[src/rtl/hazard_if.sv]
// Bundle of pipeline hazard signals shared by the hazard controller and the pipeline datapath.
// The master side drives hazard sources; the slave side (hazard_ctrl) drives stall/flush controls.
interface hazard_if;
  logic [4:0]  id_rs1;
  logic [4:0]  id_rs2;
  logic        id_uses_rs1;
  logic        id_uses_rs2;
  logic [4:0]  ex_rd;
  logic        ex_MemRead;
  logic        ex_redirect;
  logic        mem_busy;
  logic        if_busy;

  logic        pc_stall;
  logic        if_id_stall;
  logic        if_id_flush;
  logic        id_ex_stall;
  logic        id_ex_flush;
  logic        ex_mem_stall;
  logic        ex_mem_flush;
  logic        stall_timeout;
  logic [31:0] perf_stall_cycles;
  logic [31:0] perf_flushes;
  logic [31:0] perf_load_use;

  modport master (
    output id_rs1, id_rs2, id_uses_rs1, id_uses_rs2, ex_rd, ex_MemRead, ex_redirect,
           mem_busy, if_busy,
    input  pc_stall, if_id_stall, if_id_flush, id_ex_stall, id_ex_flush, ex_mem_stall,
           ex_mem_flush, stall_timeout, perf_stall_cycles, perf_flushes, perf_load_use
  );

  modport slave (
    input  id_rs1, id_rs2, id_uses_rs1, id_uses_rs2, ex_rd, ex_MemRead, ex_redirect,
           mem_busy, if_busy,
    output pc_stall, if_id_stall, if_id_flush, id_ex_stall, id_ex_flush, ex_mem_stall,
           ex_mem_flush, stall_timeout, perf_stall_cycles, perf_flushes, perf_load_use
  );
endinterface

[src/rtl/hazard_ctrl.sv]
// Pipeline hazard controller: freeze, redirect flush drain, load-use bubble, fetch-wait bubble,
// plus a memory-stall watchdog. Define HAZARD_PERF_CNT_EN to build the performance counters.
module hazard_ctrl #(
  parameter int unsigned FLUSH_CYCLES  = 1,
  parameter int unsigned STALL_TIMEOUT = 1024
) (
  input logic     clk,
  input logic     rst,
  hazard_if.slave hz
);

  localparam logic [2:0]  FlushLoad   = 3'(FLUSH_CYCLES);
  localparam logic [15:0] TimeoutLast = 16'(STALL_TIMEOUT - 1);

  typedef enum logic [0:0] {StRun, StRedirect} state_e;

  state_e      state_q, state_d;
  logic [2:0]  flush_cnt_q, flush_cnt_d;
  logic [15:0] busy_cnt_q;
  logic        timeout_q;

  logic load_use;
  logic lu_bubble;
  logic pc_stall, if_id_stall, if_id_flush, id_ex_stall, id_ex_flush;
  logic ex_mem_stall, ex_mem_flush;

  assign load_use = hz.ex_MemRead && (hz.ex_rd != 5'd0) &&
                    ((hz.id_uses_rs1 && (hz.id_rs1 == hz.ex_rd)) ||
                     (hz.id_uses_rs2 && (hz.id_rs2 == hz.ex_rd)));

  always_comb begin
    state_d      = state_q;
    flush_cnt_d  = flush_cnt_q;
    lu_bubble    = 1'b0;
    pc_stall     = 1'b0;
    if_id_stall  = 1'b0;
    if_id_flush  = 1'b0;
    id_ex_stall  = 1'b0;
    id_ex_flush  = 1'b0;
    ex_mem_stall = 1'b0;
    ex_mem_flush = 1'b0;
    if (rst) begin
      // Outputs held low; registered state is cleared by the state register.
    end else if (hz.mem_busy) begin
      pc_stall     = 1'b1;
      if_id_stall  = 1'b1;
      id_ex_stall  = 1'b1;
      ex_mem_stall = 1'b1;
    end else if (hz.ex_redirect) begin
      if_id_flush = 1'b1;
      id_ex_flush = 1'b1;
      if (FLUSH_CYCLES > 0) begin
        flush_cnt_d = FlushLoad;
        state_d     = StRedirect;
      end
    end else if (state_q == StRedirect) begin
      // ID already holds a bubble here, so load-use need not be checked.
      if_id_flush = 1'b1;
      if (flush_cnt_q <= 3'd1) begin
        flush_cnt_d = 3'd0;
        state_d     = StRun;
      end else begin
        flush_cnt_d = flush_cnt_q - 3'd1;
      end
    end else if (load_use) begin
      pc_stall    = 1'b1;
      if_id_stall = 1'b1;
      id_ex_flush = 1'b1;
      lu_bubble   = 1'b1;
    end else if (hz.if_busy) begin
      pc_stall    = 1'b1;
      if_id_flush = 1'b1;
    end
  end

  always_ff @(posedge clk) begin
    if (rst) begin
      state_q     <= StRun;
      flush_cnt_q <= 3'd0;
    end else begin
      state_q     <= state_d;
      flush_cnt_q <= flush_cnt_d;
    end
  end

  // Watchdog: count consecutive mem_busy cycles; the error is sticky until reset.
  always_ff @(posedge clk) begin
    if (rst) begin
      busy_cnt_q <= 16'd0;
      timeout_q  <= 1'b0;
    end else if (hz.mem_busy) begin
      if (busy_cnt_q != 16'hFFFF) begin
        busy_cnt_q <= busy_cnt_q + 16'd1;
      end
      if (busy_cnt_q == TimeoutLast) begin
        timeout_q <= 1'b1;
      end
    end else begin
      busy_cnt_q <= 16'd0;
    end
  end

`ifdef HAZARD_PERF_CNT_EN
  logic [31:0] perf_stall_q, perf_flush_q, perf_lu_q;

  always_ff @(posedge clk) begin
    if (rst) begin
      perf_stall_q <= 32'd0;
      perf_flush_q <= 32'd0;
      perf_lu_q    <= 32'd0;
    end else begin
      if (pc_stall) begin
        perf_stall_q <= perf_stall_q + 32'd1;
      end
      if (hz.ex_redirect && !hz.mem_busy) begin
        perf_flush_q <= perf_flush_q + 32'd1;
      end
      if (lu_bubble) begin
        perf_lu_q <= perf_lu_q + 32'd1;
      end
    end
  end

  assign hz.perf_stall_cycles = perf_stall_q;
  assign hz.perf_flushes      = perf_flush_q;
  assign hz.perf_load_use     = perf_lu_q;
`else
  logic unused_perf;
  assign unused_perf          = lu_bubble;
  assign hz.perf_stall_cycles = 32'd0;
  assign hz.perf_flushes      = 32'd0;
  assign hz.perf_load_use     = 32'd0;
`endif

  assign hz.pc_stall      = pc_stall;
  assign hz.if_id_stall   = if_id_stall;
  assign hz.if_id_flush   = if_id_flush;
  assign hz.id_ex_stall   = id_ex_stall;
  assign hz.id_ex_flush   = id_ex_flush;
  assign hz.ex_mem_stall  = ex_mem_stall;
  assign hz.ex_mem_flush  = ex_mem_flush;
  assign hz.stall_timeout = timeout_q;

endmodule

[src/flat_wrapper.sv]
// flat-port wrapper written by rule: the top's interface ports become plain ports
module hazard_ctrl_flat 
#(
  parameter int unsigned FLUSH_CYCLES  = 1,
  parameter int unsigned STALL_TIMEOUT = 1024
)
  (clk, rst, hz_id_rs1, hz_id_rs2, hz_id_uses_rs1, hz_id_uses_rs2, hz_ex_rd, hz_ex_MemRead, hz_ex_redirect, hz_mem_busy, hz_if_busy, hz_pc_stall, hz_if_id_stall, hz_if_id_flush, hz_id_ex_stall, hz_id_ex_flush, hz_ex_mem_stall, hz_ex_mem_flush, hz_stall_timeout, hz_perf_stall_cycles, hz_perf_flushes, hz_perf_load_use);
  hazard_if hz_i ();
  input logic clk;
  input logic rst;
  input wire logic [$bits(hz_i.id_rs1)-1:0] hz_id_rs1;
  input wire logic [$bits(hz_i.id_rs2)-1:0] hz_id_rs2;
  input wire logic [$bits(hz_i.id_uses_rs1)-1:0] hz_id_uses_rs1;
  input wire logic [$bits(hz_i.id_uses_rs2)-1:0] hz_id_uses_rs2;
  input wire logic [$bits(hz_i.ex_rd)-1:0] hz_ex_rd;
  input wire logic [$bits(hz_i.ex_MemRead)-1:0] hz_ex_MemRead;
  input wire logic [$bits(hz_i.ex_redirect)-1:0] hz_ex_redirect;
  input wire logic [$bits(hz_i.mem_busy)-1:0] hz_mem_busy;
  input wire logic [$bits(hz_i.if_busy)-1:0] hz_if_busy;
  output wire logic [$bits(hz_i.pc_stall)-1:0] hz_pc_stall;
  output wire logic [$bits(hz_i.if_id_stall)-1:0] hz_if_id_stall;
  output wire logic [$bits(hz_i.if_id_flush)-1:0] hz_if_id_flush;
  output wire logic [$bits(hz_i.id_ex_stall)-1:0] hz_id_ex_stall;
  output wire logic [$bits(hz_i.id_ex_flush)-1:0] hz_id_ex_flush;
  output wire logic [$bits(hz_i.ex_mem_stall)-1:0] hz_ex_mem_stall;
  output wire logic [$bits(hz_i.ex_mem_flush)-1:0] hz_ex_mem_flush;
  output wire logic [$bits(hz_i.stall_timeout)-1:0] hz_stall_timeout;
  output wire logic [$bits(hz_i.perf_stall_cycles)-1:0] hz_perf_stall_cycles;
  output wire logic [$bits(hz_i.perf_flushes)-1:0] hz_perf_flushes;
  output wire logic [$bits(hz_i.perf_load_use)-1:0] hz_perf_load_use;
  assign hz_i.id_rs1 = hz_id_rs1;
  assign hz_i.id_rs2 = hz_id_rs2;
  assign hz_i.id_uses_rs1 = hz_id_uses_rs1;
  assign hz_i.id_uses_rs2 = hz_id_uses_rs2;
  assign hz_i.ex_rd = hz_ex_rd;
  assign hz_i.ex_MemRead = hz_ex_MemRead;
  assign hz_i.ex_redirect = hz_ex_redirect;
  assign hz_i.mem_busy = hz_mem_busy;
  assign hz_i.if_busy = hz_if_busy;
  assign hz_pc_stall = hz_i.pc_stall;
  assign hz_if_id_stall = hz_i.if_id_stall;
  assign hz_if_id_flush = hz_i.if_id_flush;
  assign hz_id_ex_stall = hz_i.id_ex_stall;
  assign hz_id_ex_flush = hz_i.id_ex_flush;
  assign hz_ex_mem_stall = hz_i.ex_mem_stall;
  assign hz_ex_mem_flush = hz_i.ex_mem_flush;
  assign hz_stall_timeout = hz_i.stall_timeout;
  assign hz_perf_stall_cycles = hz_i.perf_stall_cycles;
  assign hz_perf_flushes = hz_i.perf_flushes;
  assign hz_perf_load_use = hz_i.perf_load_use;
  hazard_ctrl #(.FLUSH_CYCLES(FLUSH_CYCLES), .STALL_TIMEOUT(STALL_TIMEOUT)) u_core (.clk(clk), .rst(rst), .hz(hz_i));
endmodule
[config.mk]
export PLATFORM = sky130hd
export DESIGN_NAME = hazard_ctrl_flat
export DESIGN_NICKNAME = d
export VERILOG_FILES = /design/src/rtl/hazard_if.sv /design/src/rtl/hazard_ctrl.sv /design/src/flat_wrapper.sv
export SDC_FILE = /design/constraint.sdc
export NUM_CORES = 1
export LEC_CHECK = 0
export ABC_CLOCK_PERIOD_IN_PS = 2500
export CAP_MARGIN = 20
export CORE_UTILIZATION = 35
export CTS_BUF_LIST = sky130_fd_sc_hd__clkbuf_16
export DETAILED_ROUTE_END_ITERATION = 16
export MAX_ROUTING_LAYER = met4
export PLACE_DENSITY = 0.84
export SKIP_LAST_GASP = 1
export SLEW_MARGIN = 5
export SYNTH_ARGS = -nofsm -noshare
export SYNTH_HDL_FRONTEND = slang
export SYNTH_SLANG_ARGS = --single-unit
export TNS_END_PERCENT = 30
[constraint.sdc]
create_clock -name clk -period 2.5 [get_ports clk]
set_input_delay 0.5 -clock clk [delete_from_list [all_inputs] [get_ports clk]]
set_output_delay 0.5 -clock clk [all_outputs]
set_load 0.02 [all_outputs]
# Yosys cells after proc, flatten, opt, wreduce, memory -nomap -nowiden
# Index checks and enable logic that the tools add are counted.
dict set report totals {
  ff_bits 21
  latch_bits 0
  mem_bits_rw 0
  romBits 0
  in_bits 23
  n_memories 0
}
dict set report classes {
  add_sub_neg 2
  multipliers 0
  div 0
  n_lt_le_gt_ge 1
  n_eq_ne 4
  n_shift 0
  muxes 27
  bitwise_logic 1
  reduce_logical 10
}
# operator n
set ops {}
lappend ops {{$mux W1} 24}
lappend ops {{$add A16 B1 Y16 const B} 1}
lappend ops {{$eq A16 B10 Y1 const B} 1}
lappend ops {{$ne A16 B16 Y1 const B} 1}
lappend ops {{$eq A5 B5 Y1} 2}
lappend ops {{$mux W3} 3}
lappend ops {{$reduce_bool A5 Y1} 1}
lappend ops {{$logic_and A1 B1 Y1} 4}
lappend ops {{$reduce_and A2 Y1} 2}
lappend ops {{$le A3 B1 Y1 const B} 1}
lappend ops {{$sub A3 B1 Y3 const B} 1}
lappend ops {{$reduce_bool A2 Y1} 1}
lappend ops {{$reduce_or A2 Y1} 1}
lappend ops {{$logic_or A1 B1 Y1} 1}
lappend ops {{$not A1 Y1} 1}

# Depth between registers and ports, before layout
# Gate-level depths: netlist of run 1.
dict set report logic_depth {
  word_depth 9
  ltp_mapped 7
}

# Worst setup path before layout of run 1
# OpenSTA, ideal clock, no wires.
dict set report synth_timing {
  path_type {input port to output port}
  start {input rst}
  end {output hz_pc_stall}
  t_arrival_ns 1.639
  required_time_ns 2.000
  setup_slack_ns 0.361
  cell_stages 6
  cell_sequence {clkbuf_1 -> nand2b_1 -> clkinv_1 -> buf_2 -> a21oi_1 -> o21ai_0}
}
dict set report synth_between {
  elab_chain_cells 1
}
# element line
set synth_lines {}
lappend synth_lines {{start: declaration} flat_wrapper.sv:10} ;# input logic rst;
lappend synth_lines {{$mux W1} hazard_ctrl.sv:42} ;# if (rst) begin
lappend synth_lines {{end: declaration} flat_wrapper.sv:20} ;# output wire logic [$bits(hz_i.pc_stall)-1:0] hz_pc_stall;
# No other way between the ends.

# Worst setup path after layout of run 1
dict set report layout_timing {
  start {input hz_ex_rd[2]}
  end {output hz_if_id_flush}
}
dict set report layout_between {
  elab_chain_cells 9
  word_cells_on_any_way 13
  classes_between {2 x eq/ne; 5 x mux; 6 x reduce/logical}
}
# element line
set layout_lines {}
lappend layout_lines {{start: declaration} flat_wrapper.sv:15} ;# input wire logic [$bits(hz_i.ex_rd)-1:0] hz_ex_rd;
lappend layout_lines {{$eq A5 B5 Y1 (on tied branches)} {hazard_ctrl.sv:28, hazard_ctrl.sv:29}}
lappend layout_lines {{$logic_and A1 B1 Y1 (on tied branches)} {hazard_ctrl.sv:28, hazard_ctrl.sv:29}}
lappend layout_lines {{$logic_or A1 B1 Y1} hazard_ctrl.sv:28} ;# ((hz.id_uses_rs1 && (hz.id_rs1 == hz.ex_rd)) ||
lappend layout_lines {{$logic_and A1 B1 Y1 (*)} hazard_ctrl.sv:27} ;# assign load_use = hz.ex_MemRead && (hz.ex_rd != 5'd0) &&
lappend layout_lines {{$mux W1 (*)} hazard_ctrl.sv:65} ;# end else if (load_use) begin
lappend layout_lines {{$mux W1 (*)} hazard_ctrl.sv:56} ;# end else if (state_q == StRedirect) begin
lappend layout_lines {{$mux W1 (*)} hazard_ctrl.sv:49} ;# end else if (hz.ex_redirect) begin
lappend layout_lines {{$mux W1 (*)} hazard_ctrl.sv:44} ;# end else if (hz.mem_busy) begin
lappend layout_lines {{$mux W1 (*)} hazard_ctrl.sv:42}
lappend layout_lines {{end: declaration} flat_wrapper.sv:22} ;# output wire logic [$bits(hz_i.if_id_flush)-1:0] hz_if_id_flush;
# Mark *: on every way between the ends. The rest lies on a longest branch, timed or not.

==> impl_metrics.py, run 1 <==
metrics = {
    "yosys": {
        "synth.ff_latch_count": 21,
        "ys_seq_area_frac": 0.197,
        "synthCells": 274,
        "ys_warn_count": 0,
        "synthSimpleGateAreaFrac": 0.186,
        "synth_xor_area_frac": 0.0410,
        "synth_top_family_by_area": "buffers and inverters",
        "synthArstFlopShare": 0,
        "synth.distinct_cells": 47,
        "synthMuxAreaShare": 0.0234,
        "syn_avg_cell_area_um2": 7.80,
        "synth_top_area_cell": "buf_4",
        "yosys_most_used_dff": "dfxtp_1",
        "synthAdderAreaFrac": 0.0176,
        "synth.area.top_cells": "buf_4 34%, dfxtp_1 20%, xor2_1 3.3%, a21oi_1 2.8%, nand2_1 2.6%",
        "synth_top_area_frac": 0.344,
        "synth_edf_count": 0,
        "synth_compound_area_frac": 0.142,
        "synth_area_um2": 2140,
    },
    "floorplanning": {
        "die_h_um": 80.2,
        "die_area_um2": 6430,
        "coreArea_um2": 5920,
        "start_util": 0.361,
        "row_count": 28,
        "die_w_um": 80.2,
        "io_pins": 127,
    },
    "finish": {
        "drive_above_1_share": 0.0915,
        "fillers": 618,
        "fin_cells": 381,
        "n_antenna_cell": 0,
        "final-seq-area_um2": 420,
        "multiInputGateArea_um2": 1250,
        "stdcell_area_um2": 2240,
        "syn_to_final_growth_pct": 4.80,
        "layout.nets": 333,
    },
    "route": {
        "first_pass_iters": 4,
        "vias_per_cell": 4.34,
        "drt_iter0_drc": 116,
        "ant_nets": 0,
        "post_drt_wl_per_cell_um": 9.41,
        "routed_wl_um": 3580,
        "vias": 1654,
        "drc": 0,
    },
    "timing": {
        "max_freq_mhz": 400,
        "final.period_utilization": 0.999,
        "finalCriticalPeriod_ns": 2.50,
        "hold_violations": 0,
        "rsz0062_at_grt": "true",
        "finalSetupViolCount": 0,
        "holdWs_ns": 0.470,
        "skew_ns": 0.00293,
        "layout_setup_ws_ns": 0.00225,
        "worst_pin_slew_ns": 0.542,
        "slew_headroom": 0.639,
        "slew_viol_final": 0,
    },
    "grt": {
        "gr-total-overflow": 0,
        "grt_pass1_vias": 1381,
        "antenna_found_initial": 0,
        "grt_pass1_wl_um": 5860,
        "grt_usage": 0.119,
        "grt_max_degree": 17,
    },
    "pwr": {
        "peakVddDrop_uv": 216,
        "power.leakage_nw": 1.04,
        "power.density_nw_per_um2": 420,
    },
    "min_path": {
        "min-delay-start": "u_core.busy_cnt_q[9]$_SDFFE_PN0P_",
        "hold_path_class": "reg2reg",
        "hold_depth": 2,
        "whs_endpoint": "u_core.busy_cnt_q[9]$_SDFFE_PN0P_",
    },
    "place": {
        "io_buffers": 29,
        "place_ws_ns": -0.567,
        "dpl.hpwl_um": 2810,
        "dp.cells": 377,
        "gp_congestion": 0.816,
        "place_area_um2": 2170,
    },
    "clocking": {
        "clock_latency_ns": 0.26,
        "cts_sinks": 21,
        "clkTransAtPathRegs_ns": 0.06,
        "cts_tree": "yes",
        "hold_buffers": 0,
        "clk_path_buf_depth": 2,
        "ctsHtreeMaxLevel": 1,
        "clockRootBuffer": "clkbuf_16",
        "cts_inserted_buffers": 3,
    },
    "worst_setup_path": {
        "r2r_setup_slack_ns": 0.90,
        "timing.rr.start": "u_core.busy_cnt_q[2]$_SDFFE_PN0P_",
        "required_ns": 2.00,
        "cp-end-kind": "primary output",
        "startpoint_type": "primary input",
        "critPathMaxFanout": 3,
        "worstSetupPathType": "in2out",
        "crit_arrival_ns": 2.00,
        "reg2reg_depth": 4,
        "r2r-end": "u_core.busy_cnt_q[2]$_SDFFE_PN0P_",
    },
    "outcome": {
        "outcome": "completed",
    },
    "job": {
        "maxCapViolCount": 0,
    },
}
-- flip-flops by register name (all words and copies together), names as in the netlist --
name and flops:
u_core.busy_cnt_q 16, u_core.flush_cnt_q 3, u_core.hz.stall_timeout 1, u_core.state_q 1
-- worst max-delay path: stages --
cell and delay, ns:
clkdlybuf4s50_1 0.45, or4_1 0.51, o21ai_2 0.14, nand2b_1 0.12
o211a_1 0.14, buf_4 0.14
-- metal layers --
metal	up-vias	GRT usage	wire length [µm]
met5	-	-	0
met3	5	0.0170	267
met4	0	0.0661	77
met2	98	0.199	1770
li1	801	-	-
met1	750	0.136	1470
-- cell families after synthesis --
family | count (synthesis)
buf+inv | 117
simple gates | 71
compound gates | 46
flops | 21
xor+xnor | 10
mux | 5
fa+ha+maj | 3
other cells | 1
-- worst max-delay path by stage --
| stage | startpoint | endpoint | slack (ns) | cells after the start |
|---|---|---|---|---|
| floorplan | rst | hz_pc_stall | 0.36 | 6 |
| global placement | hz_ex_rd[3] | hz_if_id_flush | -0.54 | 6 |
| detailed placement | hz_ex_rd[0] | hz_if_id_flush | -0.57 | 6 |
| CTS | hz_ex_rd[0] | hz_if_id_flush | -0.05 | 6 |
| global route | hz_ex_rd[2] | hz_if_id_flush | -0.11 | 7 |
| finish | hz_ex_rd[2] | hz_if_id_flush | 0.002 | 6 |
-- report_power, final --
group	internal, W	switching, W
Sequential	0.000339	0.00000508
Combinational	0.0000701	0.000185
Clock	0.000215	0.000127
Total	0.000624	0.000317
-- area by class of cell --
cell class / instances / share of cell area
Multi-Input combinational cell: 232 / 0.558
Sequential cell: 21 / 0.188
Timing Repair Buffer: 42 / 0.165
Tap cell: 75 / 0.0419
Clock buffer: 3 / 0.0335
Inverter: 7 / 0.0117
Clock inverter: 1 / 0.00223
-- synth_stat cells, drive strengths merged, types with 3 or more instances --
| cell type | n |
|---|---|
| buf | 103 |
| dfxtp | 21 |
| nand2 | 15 |
| a21oi | 13 |
| o21ai | 13 |
| nand2b | 9 |
| nand3 | 8 |
| xor2 | 8 |
| clkbuf | 7 |
| nor2 | 7 |
| inv | 6 |
| nor3 | 6 |
| and3 | 5 |
| mux2i | 5 |
| nand4 | 5 |
| and2 | 4 |
| a2111o | 3 |
| a211oi | 3 |
| and4 | 3 |
| ha | 3 |
| nor4 | 3 |
-- layout by cell type (no fill, tap or decap), drive strengths merged, types with 2 or more instances in the layout --
| master | count |
|---|---|
| dlygate4sd2 | 5 |
| nand3b | 2 |
| o211ai | 2 |
| and4 | 3 |
| clkdlybuf4s50 | 18 |
| a2111o | 3 |
| clkbuf | 3 |
| dlymetal6s2s | 2 |
| mux2i | 5 |
| nand4 | 5 |
| nand2b | 9 |
| nor2 | 7 |
| inv | 6 |
| ha | 3 |
| conb | 97 |
| clkinv | 2 |
| nand3 | 8 |
| buf | 17 |
| and2 | 4 |
| o31ai | 2 |
| and3 | 5 |
| a31oi | 2 |
| nand2 | 15 |
| nor3 | 6 |
| nor4 | 3 |
| or3 | 2 |
| xor2 | 8 |
| a211oi | 3 |
| xnor2 | 2 |
| dfxtp | 21 |
| a21oi | 13 |
| a21o | 2 |
| o21ai | 13 |
-- per-stage QoR --
stage / power (W) / utilization / TNS, ns
2_1_floorplan: 0.000651 / - / 0
3_3_place_gp: 0.000606 / 0.366 / -2.37
3_5_place_dp: 0.000609 / 0.366 / -2.49
4_1_cts: 0.000948 / 0.377 / -0.130
5_1_grt: 0.000992 / 0.378 / -0.337
6_report: 0.000941 / 0.378 / 0
-- timing repair --
| action | in CTS | in global routing |
|---|---|---|
| resized for setup | 27 | 3 |
| endpoints found under the setup margin | 6 | 5 |
| buffers inserted | 0 | 0 |
| pin swaps | 3 | 3 |
| gates cloned | 0 | 0 |
Note: power is estimated with default switching activity, not from simulation.
==> inputs of run 2 (changes only) <==
- GPL_TIMING_DRIVEN: unset -> 1
- SKIP_LAST_GASP: 1 -> unset
==> run 2 against run 1 <==
Effect of this change:
- worst hold slack about the same
- critical path depth increased by 1
- clock skew about the same
- sequential power about the same
- setup slack improved by 0.099 ns
- combinational power about the same
- via count increased by 0.18%
- global-route usage unchanged
- non-clock buffer count unchanged
- sequential share of layout area decreased by 0.23 points
- clock power about the same
- critical endpoint unchanged
==> impl_metrics.py, run 2 (synthesized netlist as in run 1, its figures left out) <==
metrics = {
    "worst_setup_path": {
        "cp_cell_sequence": "dlygate4sd2_1, buf_4, xor2_1, nor4_2, a32oi_2, o211a_1, buf_6",
        "reg2reg_depth": 4,
        "crit_start": "hz_ex_rd[4]",
        "worstSetupPathDepth": 7,
        "cp_top_family": "buffers and inverters",
        "r2r_setup_slack_ns": 0.89,
        "cp-end-kind": "primary output",
        "crit_end": "hz_if_id_flush",
        "worstSetupPathType": "in2out",
        "required_ns": 2.00,
        "crit_path_top_delay_cell": "nor4_2",
        "path_buf_inv": 3,
        "startpoint_type": "primary input",
        "cpPeakStageDelay_ns": 0.32,
        "timing.rr.start": "u_core.busy_cnt_q[2]$_SDFFE_PN0P_",
        "critPathMaxFanout": 4,
        "crit_arrival_ns": 1.90,
        "r2r-end": "u_core.busy_cnt_q[2]$_SDFFE_PN0P_",
    },
    "floorplanning": {
        "coreArea_um2": 5920,
        "io_pins": 127,
        "die_h_um": 80.2,
        "start_util": 0.361,
        "row_count": 28,
        "die_area_um2": 6430,
        "die_w_um": 80.2,
    },
    "finish": {
        "stdcell_area_um2": 2270,
        "fin_util": 0.383,
        "syn_to_final_growth_pct": 6.09,
        "drive_above_1_share": 0.101,
        "layout_commonest_cell": "conb_1",
        "top_regs": "u_core.busy_cnt_q (16), u_core.flush_cnt_q (3)",
        "layout.nets": 333,
        "mostFrequentLayoutCells": "97 x conb_1, 21 x dfxtp_1, 15 x nand2_1",
        "top_register": "u_core.busy_cnt_q",
        "n_antenna_cell": 0,
        "largest_reg_flops": 16,
    },
    "grt": {
        "grt_usage": 0.119,
        "grt_max_degree": 17,
        "antenna_found_initial": 0,
        "grt_pass1_wl_um": 5860,
        "gr-total-overflow": 0,
        "grt_pass1_vias": 1381,
    },
    "place": {
        "place_area_um2": 2170,
        "gp_congestion": 0.816,
        "dpl.hpwl_um": 2810,
        "io_buffers": 29,
    },
    "timing": {
        "hold_violations": 0,
        "holdWs_ns": 0.470,
        "slew_viol_final": 0,
        "finalCriticalPeriod_ns": 2.40,
        "finalSetupViolCount": 0,
        "worst_pin_slew_ns": 0.539,
        "tns_ns": 0,
        "slew_headroom": 0.641,
        "skew_ns": 0.00289,
        "final.period_utilization": 0.960,
        "rsz0062_at_grt": "false",
        "max_freq_mhz": 417,
    },
    "clocking": {
        "cts_inserted_buffers": 3,
        "clockRootBuffer": "clkbuf_16",
        "clkTransAtPathRegs_ns": 0.06,
        "clk_path_buf_depth": 2,
        "hold_buffers": 0,
        "clock_latency_ns": 0.26,
        "ctsHtreeMaxLevel": 1,
        "cts_tree": "yes",
        "cts_sinks": 21,
    },
    "job": {
        "maxCapViolCount": 0,
    },
    "route": {
        "drt_iter0_drc": 105,
        "first_pass_iters": 4,
        "drc": 0,
        "post_drt_wl_per_cell_um": 9.53,
        "vias_per_cell": 4.35,
        "ant_nets": 0,
        "vias": 1657,
        "routed_wl_um": 3630,
    },
    "pwr": {
        "power.share.clock": 0.363,
        "p_sw_frac": 0.339,
        "power.leakage_nw": 1.07,
        "peakVddDrop_uv": 216,
        "seqPwrFrac": 0.364,
        "power_w": 0.000944,
        "combPwrFrac": 0.273,
        "power_switching_w": 0.000320,
        "power.internal_w": 0.000624,
        "power.density_nw_per_um2": 416,
    },
    "min_path": {
        "hold_path_class": "reg2reg",
    },
    "outcome": {
        "outcome": "completed",
    },
}
[run 2: changes by cell type in the layout (fill, tap and decap cells not counted), sizes merged]
| cell | delta |
|---|---|
| dlygate4sd2 | +1 |
| dlymetal6s2s | +3 |
| clkdlybuf4s50 | -4 |
[run 2: per-layer routing]
metal	global-route usage	vias to the layer above	wire length, µm
met5	-	-	0
met4	0.0661	0	77
met3	0.0170	5	241
met2	0.199	91	1810
met1	0.136	761	1500
li1	-	800	-
[run 2: worst min-delay path by stage]
stage | start | endpoint | slack [ns] | cells past startpoint
after floorplan | u_core.busy_cnt_q[5]$_SDFFE_PN0P_ | u_core.busy_cnt_q[5]$_SDFFE_PN0P_ | 0.44 | 2
after global placement | u_core.busy_cnt_q[5]$_SDFFE_PN0P_ | u_core.busy_cnt_q[5]$_SDFFE_PN0P_ | 0.45 | 2
after detailed placement | u_core.busy_cnt_q[5]$_SDFFE_PN0P_ | u_core.busy_cnt_q[5]$_SDFFE_PN0P_ | 0.46 | 2
after CTS | u_core.busy_cnt_q[5]$_SDFFE_PN0P_ | u_core.busy_cnt_q[5]$_SDFFE_PN0P_ | 0.47 | 2
after global routing | u_core.busy_cnt_q[9]$_SDFFE_PN0P_ | u_core.busy_cnt_q[9]$_SDFFE_PN0P_ | 0.52 | 2
final | u_core.busy_cnt_q[9]$_SDFFE_PN0P_ | u_core.busy_cnt_q[9]$_SDFFE_PN0P_ | 0.47 | 2
[run 2: power by group through the flow]
stage / registers (W) / logic, W / clock network, W
final: 0.000344 / 0.000258 / 0.000342
after global routing: 0.000344 / 0.000283 / 0.000368
after CTS: 0.000343 / 0.000252 / 0.000352
after detailed placement: 0.000351 / 0.000258 / 0
after global placement: 0.000351 / 0.000255 / 0
after floorplan: 0.000348 / 0.000303 / 0
[run 2: layout make-up]
cell class              count  area, µm²
fillers                   609       3650
multi-input cells         232       1270
flip-flops and latches     21        420
repair buffers             42        379
well taps                  75       93.8
clock buffers               3       75.1
inverters                   7       26.3
clock inverters             1       5.00
[run 2: tightest hold or removal path, stage by stage, from the launching register on]
cell     delay [ns]
dfxtp_1        0.31
nand2_1        0.05
mux2i_1        0.06
[run 2: per-stage QoR]
stage | instances | worst slack [ns]
finish | 381 | 0.101
global route | 381 | 0.0373
CTS | 381 | -0.0471
detailed placement | 377 | -0.567
global placement | 377 | -0.537
floorplan | 370 | 0.361
[run 2: repair_timing]
item                                    in CTS  in global routing
setup buffers                                0                  0
gates resized for setup                     28                 10
endpoints found under the hold margin        0                  0
endpoints found under the setup margin       6                  4
pin swaps                                    3                  4
==> inputs of run 3 (changes only) <==
- CORE_UTILIZATION: 35 -> 41
- PLACE_DENSITY: 0.84 -> 0.95
- SKIP_CTS_REPAIR_TIMING: unset -> 1
==> run 3 against run 2 <==
Effect of this change:
- the flow now finishes with violations (negative setup slack)
- non-clock buffer count down 2
- sequential power about the same
- clock power barely moved
- critical path depth unchanged
- core utilization grew 6.9 points
- worst hold slack worse by 0.0020 ns
- first-iteration DRC count is 17% higher
- cell area fell by 2.6%
- global-route usage increased by 2.3 points
- fmax fell by 6.8%
- largest cell class unchanged
- largest power group unchanged
- highest routed layer unchanged
==> impl_metrics.py, run 3 (synthesized netlist as in run 1, its figures left out) <==
metrics = {
    "outcome": {
        "outcome": "finished with violations",
        "failed_checks": "negative setup slack",
    },
    "grt": {
        "grt_pass1_vias": 1352,
        "grt_usage": 0.142,
        "grt_pass1_wl_um": 6000,
        "met1_usage": 0.163,
        "gr-total-overflow": 0,
        "grt_max_degree": 20,
        "antenna_found_initial": 0,
        "grt-busiest-layer": "met2",
        "grtUsageMet3": 0.0108,
        "grtUsageMet2": 0.244,
    },
    "finish": {
        "mostFrequentLayoutCells": "97 x conb_1, 23 x clkdlybuf4s50_1, 21 x dfxtp_1",
        "stdcell_area_um2": 2210,
        "n_antenna_cell": 0,
        "top_regs": "u_core.busy_cnt_q (16), u_core.flush_cnt_q (3)",
        "layout.nets": 331,
        "syn_to_final_growth_pct": 3.28,
        "largest_reg_flops": 16,
        "top_register": "u_core.busy_cnt_q",
        "drive_above_1_share": 0.0757,
        "layout_commonest_cell": "conb_1",
    },
    "clocking": {
        "cts_sinks": 21,
        "clockRootBuffer": "clkbuf_16",
        "cts_tree": "yes",
        "clock_latency_ns": 0.26,
        "clk_path_buf_depth": 2,
        "cts_inserted_buffers": 3,
        "clkTransAtPathRegs_ns": 0.06,
        "ctsHtreeMaxLevel": 1,
    },
    "timing": {
        "slew_viol_final": 0,
        "hold_violations": 0,
        "final.period_utilization": 1.03,
        "finalCriticalPeriod_ns": 2.58,
        "slew_headroom": 0.623,
        "worst_pin_slew_ns": 0.565,
        "rsz0062_at_grt": "true",
        "skew_ns": 0.00554,
        "max_freq_mhz": 388,
        "holdWs_ns": 0.468,
        "layout_setup_ws_ns": -0.0753,
        "tns_ns": -0.238,
        "finalSetupViolCount": 4,
    },
    "place": {
        "place_ws_ns": -0.576,
        "dpl.hpwl_um": 2960,
        "place_area_um2": 2140,
        "io_buffers": 29,
        "gp_congestion": 0.858,
    },
    "worst_setup_path": {
        "reg2reg_depth": 4,
        "timing.rr.start": "u_core.busy_cnt_q[3]$_SDFFE_PN0P_",
        "path_buf_inv": 3,
        "crit_path_top_delay_cell": "clkdlybuf4s50_1",
        "crit_arrival_ns": 2.08,
        "worstSetupPathType": "in2out",
        "r2r-end": "u_core.busy_cnt_q[11]$_SDFFE_PN0P_",
        "critPathMaxFanout": 4,
        "cp_cell_sequence": "clkdlybuf4s50_1, buf_4, xor2_1, nor4_1, a32oi_1, o21ai_0, clkbuf_2",
        "cp-end-kind": "primary output",
        "r2r_setup_slack_ns": 0.90,
        "startpoint_type": "primary input",
        "cpPeakStageDelay_ns": 0.42,
        "cp_top_family": "buffers and inverters",
        "required_ns": 2.00,
    },
    "route": {
        "ant_nets": 0,
        "drc": 0,
        "post_drt_wl_per_cell_um": 10.5,
        "vias_per_cell": 4.54,
        "first_pass_iters": 4,
        "vias": 1684,
        "drt_iter0_drc": 123,
        "routed_wl_um": 3900,
    },
    "pwr": {
        "power.density_nw_per_um2": 426,
        "peakVddDrop_uv": 245,
        "power.leakage_nw": 1.02,
        "power_w": 0.000942,
    },
    "floorplanning": {
        "die_h_um": 74.2,
        "die_area_um2": 5510,
        "die_w_um": 74.2,
        "io_pins": 127,
        "coreArea_um2": 4880,
        "start_util": 0.438,
        "row_count": 25,
    },
    "min_path": {
        "hold_depth": 2,
        "hold_path_class": "reg2reg",
        "min-delay-start": "u_core.busy_cnt_q[5]$_SDFFE_PN0P_",
        "whs_endpoint": "u_core.busy_cnt_q[5]$_SDFFE_PN0P_",
    },
    "job": {
        "maxCapViolCount": 0,
    },
}
==> run 3: cell count changes in the layout (fill, tap and decap cells not counted), sizes merged <==
cell and delta:
dlymetal6s2s -3, buf -6, clkdlybuf4s50 +9, clkbuf +4, clkinv -1, dlygate4sd2 -6, inv +1
==> run 3: report_power, final <==
part	leakage (nW)	internal [W]	switching [W]	total, W
clock	0.0423	0.000213	0.000129	0.000343
combinational	0.811	0.0000703	0.000185	0.000255
sequential	0.170	0.000339	0.00000503	0.000344
==> run 3: per-layer routing <==
| metal | up-vias | share of wire |
|---|---|---|
| li1 | 802 | - |
| met1 | 775 | 0.39 |
| met2 | 96 | 0.52 |
| met3 | 11 | 0.062 |
| met4 | 0 | 0.026 |
| met5 | - | 0 |
==> run 3: worst max-delay path by stage <==
stage	startpoint	endpoint	slack [ns]	cells after the start
floorplan	rst	hz_pc_stall	0.36	6
detailed placement	hz_ex_rd[0]	hz_if_id_flush	-0.58	6
global placement	hz_ex_rd[0]	hz_if_id_flush	-0.51	6
CTS	hz_ex_rd[0]	hz_if_id_flush	-0.58	6
finish	hz_ex_rd[3]	hz_if_id_stall	-0.08	7
global route	hz_ex_rd[3]	hz_pc_stall	-0.18	7
==> run 3: through the flow <==
stage,instances,util
floorplan,370,-
global placement,367,0.439
global route,371,0.453
CTS,371,0.456
finish,371,0.453
detailed placement,367,0.439
==> run 3: worst min-delay path, delay by kind of cell (launching register included) <==
family,cells,cell delay (ns)
mux,1,0.05
flops,1,0.32
simple gates,1,0.05
==> run 3: layout make-up <==
| class | count | area, µm² |
|---|---|---|
| flip-flops and latches | 21 | 420 |
| multi-input cells | 232 | 1240 |
| fillers | 492 | 2670 |
| clock inverters | 1 | 3.75 |
| repair buffers | 40 | 358 |
| well taps | 67 | 83.8 |
| inverters | 7 | 26.3 |
| clock buffers | 3 | 75.1 |
